`config.mk`:
```
export PLATFORM = sky130hd
export DESIGN_NAME = frame_scanout
export DESIGN_NICKNAME = d
export VERILOG_FILES = /design/src/rtl/frame_scanout_pkg.sv /design/src/rtl/scan_fifo.sv /design/src/rtl/frame_scanout.sv
export SDC_FILE = /design/constraint.sdc
export NUM_CORES = 1
export LEC_CHECK = 0
export ABC_AREA = 1
export ABC_CLOCK_PERIOD_IN_PS = 2950
export CAP_MARGIN = 20
export CORE_MARGIN = 2
export CORE_UTILIZATION = 53
export CTS_CLUSTER_DIAMETER = 120
export DETAILED_ROUTE_END_ITERATION = 12
export DONT_BUFFER_PORTS = 1
export GPL_TIMING_DRIVEN = 0
export PLACE_DENSITY_LB_ADDON = 0.08
export SYNTH_ARGS = -nofsm -noshare
export SYNTH_HDL_FRONTEND = slang
export SYNTH_SLANG_ARGS = --single-unit
```
`constraint.sdc`:
```
create_clock -name clk -period 2.95 [get_ports clk]
set_input_delay 0.1475 -clock clk [delete_from_list [all_inputs] [get_ports clk]]
set_output_delay 0.1475 -clock clk [all_outputs]
set_load 0.005 [all_outputs]
```
`src/rtl/frame_scanout_pkg.sv`:
```
// Shared constants, FSM encoding and CRC helper for the frame scan-out block.
// Used by frame_scanout and scan_fifo.
package frame_scanout_pkg;

    localparam int PIX_CODE_W = 3;
    localparam int H_PIX_DEF  = 640;
    localparam int V_PIX_DEF  = 480;

    localparam logic [15:0] CRC_POLY = 16'h1021;
    localparam logic [15:0] CRC_INIT = 16'hFFFF;

    typedef enum logic [1:0] {
        ST_IDLE  = 2'd0,
        ST_RUN   = 2'd1,
        ST_DRAIN = 2'd2
    } state_t;

    // One MSB-first step of CRC-16/CCITT.
    function automatic logic [15:0] crc16_bit(
        input logic [15:0] c,
        input logic        b
    );
        logic fb;
        fb = c[15] ^ b;
        crc16_bit = {c[14:0], 1'b0} ^ (fb ? CRC_POLY : 16'h0000);
    endfunction

endpackage

```
`src/rtl/scan_fifo.sv`:
```
// Synchronous FIFO holding pixel plus SOF/EOL/EOF tags.
// Head entry is visible on o_rdata the cycle after it is written.
module scan_fifo
    import frame_scanout_pkg::*;
#(
    parameter int W     = 6,
    parameter int DEPTH = 4,
    localparam int CW   = $clog2(DEPTH + 1),
    localparam int PW   = (DEPTH > 1) ? $clog2(DEPTH) : 1
) (
    input  logic          clk,
    input  logic          clr,
    input  logic          i_wr,
    input  logic [W-1:0]  i_wdata,
    input  logic          i_rd,
    output logic [W-1:0]  o_rdata,
    output logic [CW-1:0] o_count,
    output logic          o_empty
);

    logic [W-1:0]  r_mem [DEPTH];
    logic [PW-1:0] r_wp;
    logic [PW-1:0] r_rp;
    logic [CW-1:0] r_cnt;
    logic          w_wr;
    logic          w_rd;

    assign w_wr    = i_wr && (r_cnt != CW'(DEPTH));
    assign w_rd    = i_rd && (r_cnt != '0);
    assign o_rdata = r_mem[r_rp];
    assign o_count = r_cnt;
    assign o_empty = (r_cnt == '0);

    // Storage array, no reset needed: entries are qualified by the count.
    always_ff @(posedge clk) begin
        if (w_wr) r_mem[r_wp] <= i_wdata;
    end

    // Pointer and occupancy bookkeeping.
    always_ff @(posedge clk or negedge clr) begin
        if (!clr) begin
            r_wp  <= '0;
            r_rp  <= '0;
            r_cnt <= '0;
        end else begin
            if (w_wr) r_wp <= (r_wp == PW'(DEPTH - 1)) ? '0 : r_wp + PW'(1);
            if (w_rd) r_rp <= (r_rp == PW'(DEPTH - 1)) ? '0 : r_rp + PW'(1);
            unique case ({w_wr, w_rd})
                2'b10:   r_cnt <= r_cnt + CW'(1);
                2'b01:   r_cnt <= r_cnt - CW'(1);
                default: r_cnt <= r_cnt;
            endcase
        end
    end

endmodule

```
`src/rtl/frame_scanout.sv`:
```
// Raster-order frame scan-out: issues pixel reads, absorbs memory latency,
// emits a tagged valid/ready pixel stream. Optional CRC with FRAME_CRC_EN.
module frame_scanout
    import frame_scanout_pkg::*;
#(
    parameter int H_PIX      = H_PIX_DEF,
    parameter int V_PIX      = V_PIX_DEF,
    parameter int PIX_W      = PIX_CODE_W,
    parameter int ADDR_W     = 19,
    parameter int MEM_LAT    = 1,
    parameter int FIFO_DEPTH = 4
) (
    input  logic              clk,
    input  logic              clr,
    input  logic              frame_req,
    input  logic              cont,
    output logic [ADDR_W-1:0] mem_addr,
    output logic              mem_rd,
    input  logic [PIX_W-1:0]  mem_data,
    output logic [PIX_W-1:0]  pix_data,
    output logic              pix_valid,
    input  logic              pix_ready,
    output logic              pix_sof,
    output logic              pix_eol,
    output logic              pix_eof,
    output logic              busy,
    output logic [15:0]       frame_cnt,
    output logic [15:0]       crc_out,
    output logic              crc_valid
);

    localparam int XW = (H_PIX > 1) ? $clog2(H_PIX) : 1;
    localparam int YW = (V_PIX > 1) ? $clog2(V_PIX) : 1;
    localparam int TW = PIX_W + 3;
    localparam int CW = $clog2(FIFO_DEPTH + 1);
    localparam int LW = $clog2(MEM_LAT + 1);

    state_t            r_state;
    state_t            w_next;
    logic              w_consume;
    logic [XW-1:0]     r_x;
    logic [YW-1:0]     r_y;
    logic [ADDR_W-1:0] r_addr;
    logic              r_pend;
    logic [LW-1:0]     r_infl;
    logic [MEM_LAT-1:0] r_vp;
    logic [2:0]        r_tp [MEM_LAT];
    logic [15:0]       r_frame_cnt;

    logic              w_last_x;
    logic              w_last_y;
    logic [2:0]        w_tag;
    logic              w_issue;
    logic              w_ret;
    int                w_used;
    logic [TW-1:0]     w_head;
    logic [CW-1:0]     w_fcnt;
    logic              w_empty;
    logic              w_pop;
    logic              w_eof_xfer;

    assign w_last_x = (r_x == XW'(H_PIX - 1));
    assign w_last_y = (r_y == YW'(V_PIX - 1));
    assign w_tag    = {(r_x == '0) && (r_y == '0), w_last_x, w_last_x && w_last_y};
    assign w_ret    = r_vp[MEM_LAT-1];

    assign pix_valid  = !w_empty;
    assign w_pop      = pix_valid && pix_ready;
    assign w_eof_xfer = w_pop && w_head[TW-3];

    // Reads in flight plus buffered beats never exceed the buffer size.
    assign w_used  = int'(r_infl) + int'(w_fcnt) - int'(w_pop);
    assign w_issue = (r_state == ST_RUN) && (w_used < FIFO_DEPTH);

    assign mem_rd    = w_issue;
    assign mem_addr  = r_addr;
    assign pix_data  = pix_valid ? w_head[PIX_W-1:0] : '0;
    assign pix_sof   = pix_valid && w_head[TW-1];
    assign pix_eol   = pix_valid && w_head[TW-2];
    assign pix_eof   = pix_valid && w_head[TW-3];
    assign busy      = (r_state != ST_IDLE);
    assign frame_cnt = r_frame_cnt;

    scan_fifo #(
        .W     (TW),
        .DEPTH (FIFO_DEPTH)
    ) u_fifo (
        .clk     (clk),
        .clr     (clr),
        .i_wr    (w_ret),
        .i_wdata ({r_tp[MEM_LAT-1], mem_data}),
        .i_rd    (w_pop),
        .o_rdata (w_head),
        .o_count (w_fcnt),
        .o_empty (w_empty)
    );

    // Next-state logic; w_consume marks entry into RUN.
    always_comb begin
        w_next    = r_state;
        w_consume = 1'b0;
        unique case (r_state)
            ST_IDLE: begin
                if (frame_req || r_pend || cont) begin
                    w_next    = ST_RUN;
                    w_consume = 1'b1;
                end
            end
            ST_RUN: begin
                if (w_issue && w_last_x && w_last_y) w_next = ST_DRAIN;
            end
            ST_DRAIN: begin
                if (w_eof_xfer) begin
                    if (cont || r_pend || frame_req) begin
                        w_next    = ST_RUN;
                        w_consume = 1'b1;
                    end else begin
                        w_next = ST_IDLE;
                    end
                end
            end
            default: w_next = ST_IDLE;
        endcase
    end

    // State register, pending request and frame counter.
    always_ff @(posedge clk or negedge clr) begin
        if (!clr) begin
            r_state     <= ST_IDLE;
            r_pend      <= 1'b0;
            r_frame_cnt <= '0;
        end else begin
            r_state <= w_next;
            if (w_consume)            r_pend <= 1'b0;
            else if (frame_req && busy) r_pend <= 1'b1;
            if (w_eof_xfer) r_frame_cnt <= r_frame_cnt + 16'd1;
        end
    end

    // Raster counters advance once per issued read.
    always_ff @(posedge clk or negedge clr) begin
        if (!clr) begin
            r_x    <= '0;
            r_y    <= '0;
            r_addr <= '0;
        end else if (w_issue) begin
            if (w_last_x) begin
                r_x <= '0;
                r_y <= w_last_y ? '0 : r_y + YW'(1);
            end else begin
                r_x <= r_x + XW'(1);
            end
            r_addr <= (w_last_x && w_last_y) ? '0 : r_addr + ADDR_W'(1);
        end
    end

    // Tag pipe matching the memory latency, plus in-flight read count.
    always_ff @(posedge clk or negedge clr) begin
        if (!clr) begin
            r_vp   <= '0;
            r_infl <= '0;
            for (int i = 0; i < MEM_LAT; i++) r_tp[i] <= '0;
        end else begin
            r_vp[0] <= w_issue;
            r_tp[0] <= w_tag;
            for (int i = MEM_LAT - 1; i > 0; i--) begin
                r_vp[i] <= r_vp[i-1];
                r_tp[i] <= r_tp[i-1];
            end
            unique case ({w_issue, w_ret})
                2'b10:   r_infl <= r_infl + LW'(1);
                2'b01:   r_infl <= r_infl - LW'(1);
                default: r_infl <= r_infl;
            endcase
        end
    end

`ifdef FRAME_CRC_EN
    logic [15:0] r_crc_acc;
    logic [15:0] r_crc_out;
    logic        r_crc_vld;
    logic [15:0] w_crc_nxt;

    // CRC over the transferring beat, restarted on SOF.
    always_comb begin
        w_crc_nxt = w_head[TW-1] ? CRC_INIT : r_crc_acc;
        for (int i = PIX_W - 1; i >= 0; i--) begin
            w_crc_nxt = crc16_bit(w_crc_nxt, w_head[i]);
        end
    end

    // Accumulate per beat; publish the final value after EOF.
    always_ff @(posedge clk or negedge clr) begin
        if (!clr) begin
            r_crc_acc <= CRC_INIT;
            r_crc_out <= '0;
            r_crc_vld <= 1'b0;
        end else begin
            r_crc_vld <= w_eof_xfer;
            if (w_pop)      r_crc_acc <= w_crc_nxt;
            if (w_eof_xfer) r_crc_out <= w_crc_nxt;
        end
    end

    assign crc_out   = r_crc_out;
    assign crc_valid = r_crc_vld;
`else
    assign crc_out   = '0;
    assign crc_valid = 1'b0;
`endif

endmodule
```
# Word-level counts from Yosys, hierarchy flattened
# Memories as Yosys holds them, arrays and structs flattened.
# Cells that the tools add are included.
# totals
inputBits	8
out_inout_bits	61
rom_bits	0
latchBits	0
mem_count	1
ram_bits	24
register_bits	69
# memory_table
memory	words	width	read_ports	rd_clocked_by_memory_dff	wr	line_no	text
u_fifo.r_mem	4	6	1	0	1	scan_fifo.sv:21	logic [W-1:0] r_mem [DEPTH];
# classes
multipliers	0
div_mod_pow	0
n_lt_le_gt_ge	1
reduce_logical	29
shifts	0
n_bitwise	0
n_eq_ne	14
muxes	21
add_sub_neg	12
# op_table
op	count
$add 19x1->19 const B	1
$mux 19	1
$add 16x1->16 const B	1
$logic_and 1x1->1	13
$add 10x1->10 const B	1
$eq 10x10->1 const B	1
$eq 2x2->1 const B	5
$logic_not 10->1	1
$mux 10	1
$mux 2	5
$add 9x1->9 const B	1
$eq 9x9->1 const B	1
$logic_not 9->1	1
$mux 9	1
$mux 1	8
$reduce_bool 2->1	4
$eq 2x1->1 const B	3
$pmux 2 s3	1
$pmux 3 s2	1
$lt 5x4->1 const B	1
$sub 4x1->5	1
$add 1x3->4	1
$add 2x1->2 const B	2
$logic_or 1x1->1	4
other kinds (15)	17

# Logic depth before layout (Yosys ltp)
# Gate-level depths: netlist of the first run.
# logic_depth
word_depth	10
mapped_depth	17
depth_no_buf	16

# By module
# From an unflattened synthesis of the first run, not the netlist that was laid out.
# hier_totals
hier_cells	623
hier_area_um2	5405.2
# by_module_without_submodules
mod	area_each_um2	seq_area_each_um2	instances	cells_per_inst
frame_scanout	3953.8	1551.5	1	493
scan_fifo	1451.4	895.9	1	130

# Worst setup path before layout of the first run
# Ideal clock, no wire load.
# synth_path
path_kind	register to register
startpoint	register u_fifo.r_cnt[0], in the netlist u_fifo.o_count[0]
endpoint	register r_x[2]
period_less_slack_ps	2414
setup_slack_ps	536
t_arrival_ps	2291
setup_time_ps	123
stages_incl_launch_ff	18
n_path_buf	2
path_cell_list	dfrtp_1 > nor3_4 > nor2_8 > ha_1 > inv_1 > ha_1 > inv_1 > nor2_1 > nand2_1 > nand2_1 > nand2_1 > nand3_1 > nand2_2 > nand2_2 > buf_6 > buf_6 > nand2_1 > o21ai_1
# synth_via
elab_chain_cells	6
word_cells_on_any_way	7
classes_between	add/sub: 2; order compare: 1; reduce/logical: 4
# synth_rtl
item	line_no	text
start: declaration	scan_fifo.sv:24	logic [CW-1:0] r_cnt;
start signal: assignment	scan_fifo.sv:49	2'b10: r_cnt <= r_cnt + CW'(1);
start signal: assignment	scan_fifo.sv:50	2'b01: r_cnt <= r_cnt - CW'(1);
start signal: assignment	scan_fifo.sv:51	default: r_cnt <= r_cnt;
parallel branches: the longest is 3 deep, another holds $add 1x3->4	n/a	
$sub 4x1->5 (*)	frame_scanout.sv:72	assign w_used = int'(r_infl) + int'(w_fcnt) - int'(w_pop);
$lt 5x4->1 (*)	frame_scanout.sv:73	assign w_issue = (r_state == ST_RUN) && (w_used < FIFO_DEPTH);
$logic_and 1x1->1 (*)	frame_scanout.sv:73	
end signal: assignment	frame_scanout.sv:151	r_x <= r_x + XW'(1);
end: declaration	frame_scanout.sv:41	logic [XW-1:0] r_x;
# Mark *: on every way between the ends.
# A chain may end at the register's enable or synchronous reset.

# Worst setup path in the final report of the first run
# layout_path
startpoint	register u_fifo.r_cnt[1], in the netlist u_fifo.o_count[1]
endpoint	output port mem_rd
# layout_via
elab_chain_cells	6
word_cells_on_any_way	7
classes_between	add/sub: 2; order compare: 1; reduce/logical: 4
# layout_rtl
item	line_no	text
parallel branches: the longest is 3 deep, another holds $add 1x3->4	n/a	
$sub 4x1->5 (*)	frame_scanout.sv:72	
$lt 5x4->1 (*)	frame_scanout.sv:73	
$logic_and 1x1->1 (*)	frame_scanout.sv:73	
end: declaration	frame_scanout.sv:18	output logic mem_rd,
# Marked as above.

==> results of run 1 <==
-- logic make-up after synthesis --
kind of cell,Yosys count,synth area share
adders and majority gates,18,0.0438
xor gates and xnor gates,35,0.0577
and+or+nand+nor,305,0.273
DFF,93,0.460
buffers and inverters,106,0.0953
AOI/OAI and AO/OA,67,0.0694
other,1,0.000706
-- Yosys cell counts, types with 17 or more instances --
cell	number	area share
nand2_1	149	0.11
nand4_1	18	0.021
buf_4	18	0.025
o21ai_0	19	0.018
dfrtp_1	69	0.32
nor2_1	70	0.049
edfxtp_1	24	0.14
ha_1	17	0.040
inv_1	70	0.049
o21ai_1	28	0.026
nand3_1	32	0.030
xor2_1	24	0.040
-- state kept, by name, indices dropped and copies added (netlist names) --
register        cells
u_fifo.r_wp         2
u_fifo.o_count      3
mem_addr           19
r_state             2
r_tp                3
r_x                10
r_pend              1
u_fifo.r_rp         2
r_y                 9
u_fifo.r_mem       24
r_vp                1
r_infl              1
frame_cnt          16
-- what timing repair did --
item | CTS | global route
gates cloned | 0 | 0
hold buffers | 6 | 0
gates resized for setup | 0 | 3
hold endpoints to repair | 82 | 0
buffers inserted | 1 | 1
pin swaps | 1 | 1
endpoints found under the setup margin | 1 | 1
-- routing by layer --
| metal | track usage | vias to the layer above | wire length (um) |
|---|---|---|---|
| met5 | 0 | - | 0 |
| met4 | 0.0840 | 0 | 221 |
| met3 | 0.0395 | 17 | 367 |
| met2 | 0.345 | 79 | 5120 |
| li1 | - | 2042 | - |
| met1 | 0.265 | 1873 | 4930 |
-- layout by cell type, fill, tap and decap left out, drive strengths merged --
cell type    instances
a21boi               1
a21oi               14
buf                 29
bufinv               1
clkbuf              12
clkinv               2
clkinvlp             1
conb                17
dfrtp               69
dlygate4sd3          5
edfxtp              24
fa                   1
ha                  17
inv                 80
nand2              154
nand3               35
nand3b               2
nand4               20
nor2                78
nor3                12
nor4                 2
nor4b                1
o21ai               51
o31ai                1
or2                  1
xnor2               11
xor2                24
-- report_power, final --
part           switching, mW  total [mW]  internal (mW)
clock network          0.487       0.891          0.404
logic                   1.39        2.15          0.758
registers              0.330        1.97           1.65
total                   2.20        5.01           2.81
-- layout make-up --
cell class | count | area [um^2] | area share
Tap cell | 133 | 166 | 0.0285
Multi-Input combinational cell | 442 | 2420 | 0.414
Clock buffer | 9 | 124 | 0.0212
Buffer | 29 | 215 | 0.0368
Sequential cell | 93 | 2450 | 0.419
Clock inverter | 7 | 80.1 | 0.0137
Inverter | 77 | 294 | 0.0503
Timing Repair Buffer | 8 | 92.6 | 0.0158
-- worst min-delay path: stages --
cell and delay [ps]:
inv_1 120, nor2_8 90, nand2_1 60, o21ai_0 70
-- path summary, 6_finish.rpt --
check	end	slack, ps	cells past startpoint
min in group asynchronous	u_fifo.r_rp[1]	320	2
setup reg to reg	r_x[9]	450	17
max in group asynchronous	r_x[3]	2310	2
hold reg to reg	u_fifo.r_mem[1][3]	520	0
setup / recovery	mem_rd	220	15
hold / removal	u_fifo.r_rp[1]	160	4
-- through the flow --
step / util / hold WS, ps / total power, mW / cell area (um^2)
2_1_floorplan: - / -148 / 3.58 / 5380
3_3_place_gp: 0.567 / -145 / 4.02 / 5540
3_5_place_dp: 0.567 / -145 / 4.10 / 5540
4_1_cts: 0.597 / 148 / 5.04 / 5830
5_1_grt: 0.598 / 142 / 5.46 / 5840
6_report: 0.598 / 157 / 5.01 / 5840
==> results by group, run 1 <==
Status
  – Status: completed

Timing
  – FMAX: 366 MHz
  – Worst slew margin: 0.476
  – Final Skew: 8.17 ps
  – Worst setup margin: 215 ps
  – Fin Setup TNS: 0 ps
  – Hold Violations, Final: 0
  – Final slew viol count: 0
  – Final worst path period share: 0.927
  – RSZ-0062 raised after global routing: no
  – Tmin final: 2730 ps
  – Worst-margin pin slew: 779 ps
  – Final Setup Violations: 0

Clocking
  – CTS buffer count: 9
  – Htree depth: 3
  – Clock slew seen by the registers of the worst setup and hold paths: 100 ps
  – Max clock buf depth: 2
  – CTS tree: built
  – Clk root buf: clkbuf_8
  – Clk Latency, worst-skew pair: 360 ps
  – CTS Sinks: 93

Critical path
  – Endpoint type of the worst setup path: primary output
  – Slowest stage delay, CP: 440 ps
  – Peak fanout along the critical path: 11
  – Slowest-stage cell, CP: dfrtp_2
  – Setup crit start kind: flip-flop
  – CP Launch Point: u_fifo.o_count[1]
  – Buffers & Inverters on Critical Path: 4
  – Critical path class: flip-flop to primary output
  – Crit-path cells: nor3_4 > nor2_8 > ha_1 > inv_1 > ha_1 > inv_1 > nor2_1 > nand2_1 > nand2_1 > nand2_1 > nand3_1 > nand2_2 > nand2_2 > inv_2 > buf_4
  – Worst path required time: 2800 ps
  – Crit path max-delay family: simple AND/OR/NAND/NOR gates
  – Worst reg2reg path startpoint: u_fifo.o_count[1]
  – Critical path arrival: 2590 ps
  – CP dominant cell by count: nand2_1

Detailed routing
  – DR iter-0 viols: 177
  – Wire per inst: 13.3 um
  – Vias: 4,011
  – DRT Pass-1 Iters: 4
  – Drc violations: 0
  – Post-route ant nets: 0
  – Vias per std cell: 5.03
  – Total wire length: 10.6 mm

Global route
  – Number of global-route vias before repair: 3,848
  – GRT Util Overall: 0.207
  – Number of antenna violations at the first check in global routing: 0
  – First-pass GRT wire length: 18.1 mm
  – Remaining global-route overflow: 0
  – Largest net degree at the start of global routing: 70

Cells and area
  – Share of cells above drive strength 1: 0.120
  – Final nets: 686
  – Ant. Diodes: 0
  – Area Overhead vs Synth: 9.91%
  – Filler cells: 882
  – Fin cells: 798

Place
  – Hpwl dp: 7.66 mm
  – Placer Congestion: 0.869
  – Place WS: 131 ps
  – Placed cells: 774
  – Port Buffers: 0

Die
  – Core area: 0.00977 mm^2
  – FP Rows: 36
  – Chip Height: 104 um
  – Die ar.: 0.0108 mm^2
  – Initial Util: 0.544
  – Die Wd: 104 um
  – I/O pin count: 69

Synth
  – Post-Syn Instances: 625
  – Top FF cell, synth: dfrtp_1
  – Netlist cell types: 41
  – Ys async rst share: 0.742
  – Post-synthesis register bit count: 93
  – Synth Warn #: 0
  – Average size of a mapped cell: 8.50 um^2
  – Mapped Area: 0.00532 mm^2
  – Sequential element share of the synthesized area: 0.460
  – Post-synth EDFFs: 24

Worst hold path
  – Class of the worst hold path: input port to flip-flop
  – Worst Hold Launch: pix_ready

Run
  – Max Cap Violations: 0

Power
  – VDD IR max: 0.637 mV
  – P per Cell Area: 858 mW/mm^2
  – Leak Pwr: 2.63 nW
Power figures use the tool's default switching activity.
==> run 2, diff against run 1 <==
--- a/config.mk
+++ b/config.mk
@@ -5,7 +5,7 @@
 export SDC_FILE = /design/constraint.sdc
 export NUM_CORES = 1
 export LEC_CHECK = 0
-export ABC_AREA = 1
+export ABC_AREA = 0
 export ABC_CLOCK_PERIOD_IN_PS = 2950
 export CAP_MARGIN = 20
 export CORE_MARGIN = 2
==> run 2 against run 1 <==
Combinational power rose by 7%. Design area fell by 4.8%. Utilization rose by 3.7 points. Sequential cell count did not move. Largest power group unchanged. Via count fell by 14%. Synthesized area fell by 9.9%. Critical path depth fell by 2. First-iteration DRC count fell by 16%. Synthesized cell count fell by 31%. Non-clock buffer count rose by 19. Clock-buffer cell count rose by 2. Clock skew rose by 0.64 ps.
==> results by group, run 2 <==
Timing
  – Tmin final: 2950 ps (was 2730 ps)
  – Worst slew margin: 0.546 (was 0.476)
  – Final Setup Violations: 0 (unchanged)
  – Worst setup margin: 0.366 ps (was 215 ps)
  – FMAX: 339 MHz (was 366 MHz)
  – WHS: 71.8 ps (was 157 ps)
  – Worst-margin pin slew: 678 ps (was 779 ps)
  – Final worst path period share: 1.00 (was 0.927)
  – RSZ-0062 raised after global routing: yes (was no)
  – Final Skew: 8.81 ps (was 8.17 ps)
  – Final slew viol count: 0 (unchanged)
  – Hold Violations, Final: 0 (unchanged)

Power
  – Power consumption: 5.03 mW (was 5.01 mW)
  – VDD IR max: 0.399 mV (was 0.637 mV)
  – P per Cell Area: 904 mW/mm^2 (was 858 mW/mm^2)
  – Leak Pwr: 2.27 nW (was 2.63 nW)

Cells and area
  – Reg area: 0.00245 mm^2 (about the same)
  – Filler cells: 698 (was 882)
  – Most frequent cells in the layout: 69 x dfrtp_1, 33 x buf_4, 24 x edfxtp_1, 23 x nor2_1, 22 x nand3_1 (was 149 x nand2_1, 70 x inv_1, 70 x nor2_1, 68 x dfrtp_1, 32 x nand3_1)
  – Final nets: 505 (was 686)
  – Ant. Diodes: 0 (unchanged)
  – Area occupied by multi-input gates: 0.00223 mm^2 (was 0.00242 mm^2)
  – Area Overhead vs Synth: 16.0% (was 9.91%)
  – Max FFs per register: 24 (unchanged)
  – Largest reg by FF count: u_fifo.r_mem (unchanged)
  – Share of cells above drive strength 1: 0.194 (was 0.120)
  – Commonest non-fill, non-tap cell in the layout: dfrtp_1 (was nand2_1)

Global route
  – Remaining global-route overflow: 0 (unchanged)
  – Largest net degree at the start of global routing: 70 (unchanged)
  – GRT Util Overall: 0.212 (was 0.207)
  – Number of antenna violations at the first check in global routing: 0 (unchanged)
  – First-pass GRT wire length: 16.7 mm (was 18.1 mm)
  – Number of global-route vias before repair: 3,362 (was 3,848)

Synth
  – Ys async rst share: 0.742 (unchanged)
  – Post-synthesis adder-cell area fraction: 0.0486 (was 0.0438)
  – Synth Warn #: 0 (unchanged)
  – Commonest cells in the netlist: 69 x dfrtp_1, 24 x edfxtp_1, 24 x nand2_1 (was 149 x nand2_1, 70 x inv_1, 70 x nor2_1)
  – Post-synthesis mux area share: 0.0400 (was 0)
  – Synth area leader: dfrtp_1 (unchanged)
  – Mapped Area: 0.00479 mm^2 (was 0.00532 mm^2)
  – Top FF cell, synth: dfrtp_1 (unchanged)
  – Post-Syn Instances: 429 (was 625)
  – Top cells by area, synth: dfrtp_1 36%, edfxtp_1 15%, ha_1 4.4% (was dfrtp_1 32%, edfxtp_1 14%, nand2_1 11%)
  – Post-Synth XOR/XNOR Area: 0.0475 (was 0.0577)
  – Most common cell in the netlist: dfrtp_1 (was nand2_1)
  – Netlist cell types: 58 (was 41)
  – Synth Area in Simple Gates: 0.169 (was 0.273)
  – Compound-Gate Fraction of Synth Area: 0.124 (was 0.0694)
  – Post-synth EDFFs: 24 (unchanged)
  – Largest family of logic cells by synthesized area: simple AND/OR/NAND/NOR gates (unchanged)
  – Average size of a mapped cell: 11.2 um^2 (was 8.50 um^2)
  – Post-synth top area share: 0.360 (was 0.325)
  – Sequential element share of the synthesized area: 0.511 (was 0.460)
  – Post-synthesis register bit count: 93 (unchanged)

Detailed routing
  – Vias: 3,435 (was 4,011)
  – Vias per std cell: 5.80 (was 5.03)
  – Top Metal Used: met4 (unchanged)
  – Wire per inst: 17.0 um (was 13.3 um)
  – Total wire length: 10.0 mm (was 10.6 mm)
  – Routed met1 length: 4.71 mm (was 4.93 mm)
  – Met2 WL: 4.68 mm (was 5.12 mm)
  – DRT Pass-1 Iters: 5 (was 4)
  – Metal3 WL: 514 um (was 367 um)
  – DR iter-0 viols: 149 (was 177)
  – Drc violations: 0 (unchanged)
  – Post-route ant nets: 0 (unchanged)

Critical path
  – Slowest stage delay, CP: 410 ps (was 440 ps)
  – Crit-path cells: or3_4 > buf_8 > nand2_4 > inv_4 > ha_4 > inv_2 > ha_4 > and3b_2 > o211ai_1 > a221o_1 > buf_6 > nand2_8 > inv_8 (was nor3_4 > nor2_8 > ha_1 > inv_1 > ha_1 > inv_1 > nor2_1 > nand2_1 > nand2_1 > nand2_1 > nand3_1 > nand2_2 > nand2_2 > inv_2 > buf_4)
  – Endpoint type of the worst setup path: primary output (unchanged)
  – Slowest-stage cell, CP: or3_4 (was dfrtp_2)
  – Critical path arrival: 2800 ps (was 2590 ps)
  – Critical path class: flip-flop to primary output (unchanged)
  – Setup crit start kind: flip-flop (unchanged)
  – CP dominant cell by count: ha_4 (was nand2_1)
  – Peak fanout along the critical path: 6 (was 11)
  – Worst path required time: 2800 ps (about the same)

Die
  – Die Wd: 99.1 um (was 104 um)
  – Chip Height: 99.1 um (was 104 um)
  – Initial Util: 0.547 (was 0.544)
  – Core area: 0.00876 mm^2 (was 0.00977 mm^2)
  – Die ar.: 0.00982 mm^2 (was 0.0108 mm^2)
  – I/O pin count: 69 (unchanged)
  – FP Rows: 34 (was 36)

Clocking
  – CTS buffer count: 9 (unchanged)
  – CTS tree: built (unchanged)
  – Clk Latency, worst-skew pair: 350 ps (was 360 ps)
  – Clk root buf: clkbuf_8 (unchanged)
  – Htree depth: 3 (unchanged)
  – Clock slew seen by the registers of the worst setup and hold paths: 90 ps (was 100 ps)
  – CTS Sinks: 93 (unchanged)
  – Max clock buf depth: 2 (unchanged)

Place
  – Place WS: -527 ps (was 131 ps)
  – Placer Congestion: 0.859 (was 0.869)
  – Port Buffers: 0 (unchanged)
  – Hpwl dp: 6.63 mm (was 7.66 mm)

Run
  – Max Cap Violations: 0 (unchanged)

Status
  – Status: completed (unchanged)

Worst hold path
  – Class of the worst hold path: input port to flip-flop (unchanged)
## run 2: per-layer routing
metal	vias up	GRT usage
met3	12	0.0319
li1	1650	-
met4	0	0.0738
met5	-	0
met1	1678	0.305
met2	95	0.333
## run 2: path summary, 6_finish.rpt
path | startpoint | to | cells past startpoint | slack, ps
max reg2reg | u_fifo.o_count[1] | r_x[5] | 14 | 20
min in group asynchronous | clr | u_fifo.r_wp[0] | 2 | 320
max | u_fifo.o_count[1] | mem_rd | 13 | 0.4
max in group asynchronous | clr | mem_addr[3] | 2 | 2330
min | pix_ready | frame_cnt[0] | 2 | 70
min reg2reg | frame_cnt[15] | frame_cnt[15] | 1 | 500
## run 2: final cells by class
cell class,count,share of cell area
flip-flops and latches,93,0.440
multi-input cells,300,0.401
plain buffers,34,0.0437
repair buffers,22,0.0367
clock buffers,11,0.0275
well taps,108,0.0243
inverters,18,0.0140
clock inverters,5,0.0113
repair inverters,1,0.00135
## run 2: power breakdown
part | switching [mW] | internal, mW | total (mW)
clock network | 0.458 | 0.450 | 0.908
logic | 1.27 | 1.02 | 2.29
registers | 0.234 | 1.59 | 1.83
## run 2: repair_timing
item                                    CTS  global route
endpoints found under the setup margin   43            39
gates cloned                              2             0
pin swaps                                 5             0
resized for setup                        32             8
hold endpoints to repair                 83             0
setup buffers                            11             3
hold buffers                              7             0
## run 2: cells by family after synthesis
| kind of cell | after synthesis |
|---|---|
| AND/OR/NAND/NOR | 145 |
| flip-flops | 93 |
| AO/OA/AOI/OAI | 83 |
| buffers and inverters | 52 |
| XOR/XNOR | 26 |
| adder cells (fa/ha/maj) | 18 |
| multiplexers | 11 |
| other | 1 |
## run 2: metrics by stage
stage | cell area (um^2) | std cells | setup TNS (ps) | util
CTS | 5510 | 589 | -31.0 | 0.629
finish | 5560 | 592 | 0 | 0.634
detailed placement | 4990 | 553 | -16570 | 0.569
global placement | 4990 | 553 | -14320 | 0.569
floorplan | 4850 | 445 | 0 | -
global route | 5560 | 592 | -2600 | 0.634
## run 2: critical path, delay by kind of cell (launching register included)
kind	cells	cell delay, ps
and+or+nand+nor	4	780
AOI/OAI and AO/OA	2	430
DFF	1	390
buffers and inverters	5	500
adders and majority gates	2	340
